==> config.mk <==
export PLATFORM = sky130hd
export DESIGN_NAME = jk_bank_sequencer
export DESIGN_NICKNAME = d
export VERILOG_FILES = /design/src/rtl/jk_pkg.sv /design/src/rtl/jk_cmd_decode.sv /design/src/rtl/jk_bank_sequencer.sv
export SDC_FILE = /design/constraint.sdc
export NUM_CORES = 1
export LEC_CHECK = 0
export CORE_MARGIN = 5
export CORE_UTILIZATION = 40
export CTS_BUF_LIST = sky130_fd_sc_hd__clkbuf_4 sky130_fd_sc_hd__clkbuf_8 sky130_fd_sc_hd__clkbuf_16
export DETAILED_ROUTE_END_ITERATION = 8
export GPL_TIMING_DRIVEN = 0
export PLACE_DENSITY = 0.81
export SLEW_MARGIN = 20
export SYNTH_ARGS = -nofsm -noshare
export SYNTH_HDL_FRONTEND = slang
export SYNTH_SLANG_ARGS = --single-unit
==> constraint.sdc <==
create_clock -name clk -period 3.7 [get_ports clk]
set_clock_uncertainty 0.05 [all_clocks]
set_input_delay 0.74 -clock clk [delete_from_list [all_inputs] [get_ports clk]]
set_output_delay 0.74 -clock clk [all_outputs]
set_load 0.01 [all_outputs]
==> src/rtl/jk_pkg.sv <==
// Shared definitions for the JK bank sequencer: op codes, FSM states and
// the JK next-state rule used by both the shadow register and the bench.
package jk_pkg;

  localparam logic [1:0] OP_HOLD = 2'b00;
  localparam logic [1:0] OP_CLR  = 2'b01;
  localparam logic [1:0] OP_SET  = 2'b10;
  localparam logic [1:0] OP_TOG  = 2'b11;

  typedef enum logic [1:0] {
    ST_IDLE  = 2'b00,
    ST_APPLY = 2'b01,
    ST_GAP   = 2'b10,
    ST_DONE  = 2'b11
  } jk_state_e;

  function automatic logic jk_next_bit(input logic q, input logic j, input logic k);
    logic q_n;
    case ({j, k})
      2'b00:   q_n = q;
      2'b01:   q_n = 1'b0;
      2'b10:   q_n = 1'b1;
      default: q_n = ~q;
    endcase
    return q_n;
  endfunction

endpackage

==> src/rtl/jk_cmd_decode.sv <==
// Combinational J/K decode from a latched op and mask; outputs are quiet
// unless en is asserted.
module jk_cmd_decode
  import jk_pkg::*;
#(
  parameter int WIDTH = 8
) (
  input  logic [1:0]       i_op,
  input  logic [WIDTH-1:0] i_mask,
  input  logic             i_en,
  output logic [WIDTH-1:0] o_j,
  output logic [WIDTH-1:0] o_k
);

  // op[1] drives J (SET, TOG), op[0] drives K (CLR, TOG)
  assign o_j = i_mask & {WIDTH{i_en & i_op[1]}};
  assign o_k = i_mask & {WIDTH{i_en & i_op[0]}};

endmodule

==> src/rtl/jk_bank_sequencer.sv <==
// Command-driven J/K pulse sequencer for an external JK flip-flop bank,
// with a shadow copy of the bank's Q vector.
//
// state | meaning
// IDLE  | ready for a command, j=k=0
// APPLY | drive decoded j/k for one cycle, shadow follows the bank
// GAP   | one quiet cycle between successive applications
// DONE  | one-cycle done pulse, then back to IDLE
module jk_bank_sequencer
  import jk_pkg::*;
#(
  parameter int WIDTH = 8,
  parameter int CNT_W = 4
) (
  input  logic             clk,
  input  logic             reset,
  input  logic             cmd_valid,
  output logic             cmd_ready,
  input  logic [1:0]       cmd_op,
  input  logic [WIDTH-1:0] cmd_mask,
  input  logic [CNT_W-1:0] cmd_rep,
  output logic [WIDTH-1:0] j,
  output logic [WIDTH-1:0] k,
  output logic [WIDTH-1:0] q_shadow,
  output logic             busy,
  output logic             done
);

  jk_state_e        r_state;
  jk_state_e        w_state_nxt;
  logic [1:0]       r_op;
  logic [WIDTH-1:0] r_mask;
  logic [CNT_W-1:0] r_rem;
  logic [WIDTH-1:0] r_q;
  logic [WIDTH-1:0] w_j;
  logic [WIDTH-1:0] w_k;
  logic             w_accept;
  logic             w_apply;

  assign w_accept = cmd_valid && (r_state == ST_IDLE);
  assign w_apply  = (r_state == ST_APPLY);

  jk_cmd_decode #(
    .WIDTH(WIDTH)
  ) u_decode (
    .i_op  (r_op),
    .i_mask(r_mask),
    .i_en  (w_apply),
    .o_j   (w_j),
    .o_k   (w_k)
  );

  always_comb begin
    w_state_nxt = r_state;
    case (r_state)
      ST_IDLE:  if (cmd_valid) w_state_nxt = ST_APPLY;
      ST_APPLY: w_state_nxt = (r_rem == '0) ? ST_DONE : ST_GAP;
      ST_GAP:   w_state_nxt = ST_APPLY;
      ST_DONE:  w_state_nxt = ST_IDLE;
      default:  w_state_nxt = ST_IDLE;
    endcase
  end

  always_ff @(posedge clk) begin
    if (reset) begin
      r_state <= ST_IDLE;
      r_op    <= OP_HOLD;
      r_mask  <= '0;
      r_rem   <= '0;
      r_q     <= '0;
    end else begin
      r_state <= w_state_nxt;
      if (w_accept) begin
        r_op   <= cmd_op;
        r_mask <= cmd_mask;
        r_rem  <= cmd_rep;
      end
      if (w_apply) begin
        // shadow tracks the bank on the same edge the bank samples j/k
        for (int i = 0; i < WIDTH; i++) begin
          r_q[i] <= jk_next_bit(r_q[i], w_j[i], w_k[i]);
        end
        if (r_rem != '0) r_rem <= r_rem - CNT_W'(1);
      end
    end
  end

  assign cmd_ready = (r_state == ST_IDLE);
  assign busy      = (r_state != ST_IDLE);
  assign done      = (r_state == ST_DONE);
  assign j         = w_j;
  assign k         = w_k;
  assign q_shadow  = r_q;

endmodule

### Yosys cells after proc, flatten, opt, wreduce, memory -nomap -nowiden

Cells that the tools add are included.

* flip-flop bits (word level): 24
* bits of input ports: 17
* output and inout port bits: 27
* word-level logic and storage cells: 88

* add/subtract/negate cells: 1
* equality and inequality tests: 20
* muxes and demuxes: 14
* bitwise operators: 20
* reductions and logical operators: 21

Operators with widths (number)
* 1-bit case mux with 3 select lines: 8
* 2-bit == test, second input constant: 10
* 2-bit by 1-bit == test with 1-bit output, second input constant: 9
* 2-bit zero test: 9
* 8-bit bitwise AND: 2
* 1-bit NOT: 16
* 2-bit AND reduction: 8
* 4-bit two-way mux: 3
* 2-bit case mux with 4 select lines: 1
* 4-bit zero test: 1
* 4-bit nonzero test: 1
* 4-bit by 1-bit subtractor with 4-bit output, second input constant: 1
* 1-bit bitwise AND: 2
* 2-bit two-way mux: 1
* 2-bit != test, second input constant: 1
* 2-bit nonzero test: 1
* 1-bit logical AND: 1
* 1-bit two-way mux: 1

### Depth between registers and ports, before layout

* depth in word-level cells: 6
* gate-level depth with buffers: 7
* gate-level depth less buffers: 6

### Modules after synthesis

Synthesis repeated with hierarchy kept, for this count alone.

* cells, all modules: 187
* area, all modules: 1515.2 sq um

By module, submodules not included
* jk_bank_sequencer: times used 1, cells each 170, area each 1396.3 sq um, seq. area each 480.5 sq um
* jk_cmd_decode: times used 1, cells each 17, area each 118.9 sq um, seq. area each 0.0 sq um

### Worst setup path after synthesis

Ideal clock, no wire load.

* path kind: reg-to-reg
* start point: reg r_state[1]
* end point: reg r_q[6], in the netlist q_shadow[6]
* setup time: 74 ps
* arrival: 1977 ps
* required time: 3576 ps
* setup slack: 1598 ps
* cell stages (with the launch flop): 8
* path buffers: 1
* period minus slack after synthesis: 2102 ps
* cells stage by stage: dfxtp_1 -> and2b_1 -> buf_2 -> and3_1 -> inv_1 -> ha_1 -> or4_1 -> a31oi_1

* cells in the longest elaborated chain, start to end: 6
* elaborated cells on any way between the ends: 11
* those cells by class: eq/ne: 3; mux: 1; bitwise: 5; reduce/logical: 2

Ends and longest elaborated chain
* from (decl): RTL line jk_bank_sequencer.sv:29 `jk_state_e r_state;`
* from (signal assigned): RTL line jk_bank_sequencer.sv:72 `r_state <= w_state_nxt;`
* 2-bit by 1-bit == test with 1-bit output (*): RTL line jk_bank_sequencer.sv:41 `assign w_apply = (r_state == ST_APPLY);`
* 1-bit bitwise AND (*): RTL line jk_cmd_decode.sv:17 `assign o_k = i_mask & {WIDTH{i_en & i_op[0]}};`
* 8-bit bitwise AND (*): RTL line jk_cmd_decode.sv:17
* via k[6]: RTL line jk_bank_sequencer.sv:23 `output logic [WIDTH-1:0] k,`
* parallel branches: the longest is 3 deep, another holds 1-bit case mux with 3 select lines
* to (signal, indexed assignment): RTL line jk_bank_sequencer.sv:81 `r_q[i] <= jk_next_bit(r_q[i], w_j[i], w_k[i]);`
* to (decl): RTL line jk_bank_sequencer.sv:34 `logic [WIDTH-1:0] r_q;`

Mark *: on every way through the listed nets, which the timed path passes.
A chain may end at the register's enable or synchronous reset.

### Final worst setup path

* start point: reg r_state[1]
* end point: out k[2]

* cells in the longest elaborated chain, start to end: 3

Ends and longest elaborated chain (RTL line)
* 2-bit by 1-bit == test with 1-bit output: jk_bank_sequencer.sv:41
* 1-bit bitwise AND: jk_cmd_decode.sv:17
* 8-bit bitwise AND: jk_cmd_decode.sv:17
* to (decl): jk_bank_sequencer.sv:23

Every way passes these cells.

==> flow_summary.toml <==
[run_status]
run_status = "completed"

[cts]
postCtsSetupBuffers = 0
cts_buffer_depth = 2
h-tree-depth = 1
postCtsHoldBufs = 0
clock-sinks = 24
cts_buffers = 3
insertion_delay_ns = 0.33
cts_tree = "yes"
root_buffer = "clkbuf_4"
ctsResizeCount = 0
clkTransAtPathRegs_ns = 0.14

[route]
vias = 1449
first_pass_iters = 4
avgViaCountPerCell = 5.33
wl_per_cell_um = 13.7
antenna_left = 0
initialDrtViolationCount = 65
drc = 0
finalWirelength_um = 3730

[global_routing]
overflow = 0
grt_pass1_wl_um = 5930
grt_pass1_vias = 1312
antenna_found_initial = 0
grt_max_degree = 14
groute.usage.overall_pct = 14.6

[power_and_ir_drop]
ir_drop_mv = 0.206
p_leak_nw = 0.730
powerDensity_nw_per_um2 = 294

[worst_hold_path]
hp-class = "register to register"
whs_endpoint = "r_mask[1]"
worstHoldStart = "r_mask[1]"
worstHoldPathCells = 2

[synthesis]
synth_seq_cells = 24
synth_edf_count = 0
avgSynthCellArea_um2 = 8.05
yosys_warnings = 0
synth_area_um2 = 1440
synth-seq-area-share_pct = 33.4
ys.flop_type = "dfxtp_1"
synthArstFlopShare_pct = 0
netlist_instances = 179
synth_cell_type_count = 33
synth_nets = 207

[finish]
multi_input_area_um2 = 845
diodes = 0
drive_gt1_share_pct = 7.08
layoutNonFillerInstCount = 272
layout.nets = 255
seq_area_um2 = 480
area_growth_pct = 36.4
fill_cells = 337

[timing]
period_minus_slack_ns = 2.86
max_freq_mhz = 350
worst_pin_slew_ns = 0.488
fin_setup_tns_ns = 0
slew_viol_final = 0
hold_viol_final = 0
slew_headroom_pct = 67.4
rsz0062_at_grt = "false"
period_share_pct = 77.3
setup_viol = 0

[die]
die_h_um = 70
num_rows = 21
io_pins = 44
start_util_pct = 42.2
core-area_um2 = 3420
die_w_um = 70
die_area_um2 = 4900

[worst_setup_path]
r2r_setup_slack_ns = 1.39
cp_max_fo = 10
r2r_start = "r_state[1]"
arrival_ns = 2.07
cp-end-kind = "output pin"
reg2regPathDepth = 7
worstPathRequired_ns = 2.91
worstSetupPathType = "register to output pin"
start_kind = "register"
rr_endpoint = "q_shadow[5]"

[placement]
gp_congestion = 0.875
io_buffer_count = 43
hpwl_um = 2870
dp_cells = 268

[flow_run]
maxCapViolations = 0
## area by class of cell
type / count / share of cell area, %
clock buffers: 4 / 1.85
flip-flops and latches: 24 / 24.5
multi-input cells: 126 / 43.0
repair buffers: 43 / 21.9
inverters: 20 / 3.82
well taps: 46 / 2.93
plain buffers: 9 / 2.04
## registers in the layout, summed over array words and instances, names as in the netlist
signal and flops:
q_shadow 8, r_mask 8, r_op 2, r_rem 4, r_state 2
## through the flow
stage               instance area, um2  util (%)  power (mW)  hold WS [ns]  worst slack (ns)
floorplan                         1440         -       0.382         0.391              1.60
global placement                  1930      56.4       0.436         0.401              1.22
detailed placement                1930      56.4       0.440         0.406              1.20
CTS                               1960      57.5       0.579         0.425             0.830
global route                      1960      57.5       0.607         0.460             0.752
finish                            1960      57.5       0.578         0.426             0.839
## cells in the final DEF, fill, tap and decap left out, drive strengths merged, types with 2 or more instances in the layout
| master | synthesis | routed |
|---|---|---|
| buf | 4 | 4 |
| o21ai | 8 | 8 |
| clkdlybuf4s50 | 0 | 43 |
| ha | 11 | 11 |
| a21oi | 13 | 13 |
| nand2 | 24 | 24 |
| nor3b | 3 | 3 |
| dfxtp | 24 | 24 |
| and3 | 10 | 10 |
| clkbuf | 5 | 9 |
| or4 | 8 | 8 |
| inv | 20 | 20 |
| and4b | 6 | 6 |
| or3b | 3 | 3 |
| or2 | 2 | 2 |
| a31oi | 9 | 9 |
| nor2 | 6 | 6 |
| o22ai | 2 | 2 |
| nand4b | 8 | 8 |
## where the power goes
part | switching (mW) | internal, mW | total, mW | leakage, nW
logic | 0.0739 | 0.0667 | 0.141 | 0.513
clock network | 0.0821 | 0.0602 | 0.142 | 0.0210
registers | 0.0195 | 0.275 | 0.295 | 0.196
## critical path, cell delays in order, from the launching register on
cell and delay [ns]:
dfxtp_1 0.39, and2b_1 0.34, buf_2 0.26, and3_1 0.21, clkdlybuf4s50_1 0.55
## per-layer routing
layer | share of wire (%) | vias to the layer above | GRT usage (%)
met5 | 0 | - | 0
met4 | 1.2 | 0 | 4.47
met3 | 6.1 | 5 | 2.15
met2 | 48 | 46 | 26.3
met1 | 45 | 651 | 17.7
li1 | - | 747 | -
## cells by family after synthesis
| group | Yosys count | share of synthesized area, % |
|---|---|---|
| buffers and inverters | 29 | 7.99 |
| adders and majority gates | 11 | 9.56 |
| AOI/OAI and AO/OA | 40 | 16.8 |
| DFF | 24 | 33.4 |
| and+or+nand+nor | 75 | 32.3 |
## how the worst max path moves through the flow
| stage | cells after the start | slack, ns | startpoint | to |
|---|---|---|---|---|
| detailed placement | 4 | 1.20 | r_state[1] | k[2] |
| global route | 4 | 0.75 | r_state[1] | k[2] |
| global placement | 4 | 1.22 | r_state[1] | k[5] |
| finish | 4 | 0.84 | r_state[1] | k[2] |
| CTS | 4 | 0.83 | r_state[1] | k[2] |
| floorplan | 7 | 1.60 | r_state[1] | q_shadow[6] |
## cells in the mapped netlist, types with 2 or more instances
cell | instances | area [um2]
o21ai_0 | 8 | 40.0
buf_2 | 4 | 20.0
or2_2 | 2 | 12.5
or4_1 | 8 | 60.1
a31oi_1 | 9 | 56.3
nor2_1 | 6 | 22.5
nand2_1 | 24 | 90.1
o22ai_1 | 2 | 12.5
or3b_2 | 3 | 26.3
clkbuf_1 | 4 | 15.0
dfxtp_1 | 24 | 480
ha_1 | 11 | 138
inv_1 | 20 | 75.1
and4b_1 | 6 | 60.1
nor3b_1 | 2 | 15.0
a21oi_1 | 13 | 65.1
nand4b_1 | 8 | 70.1
and3_1 | 10 | 62.6
Power figures use the tool's default switching activity.
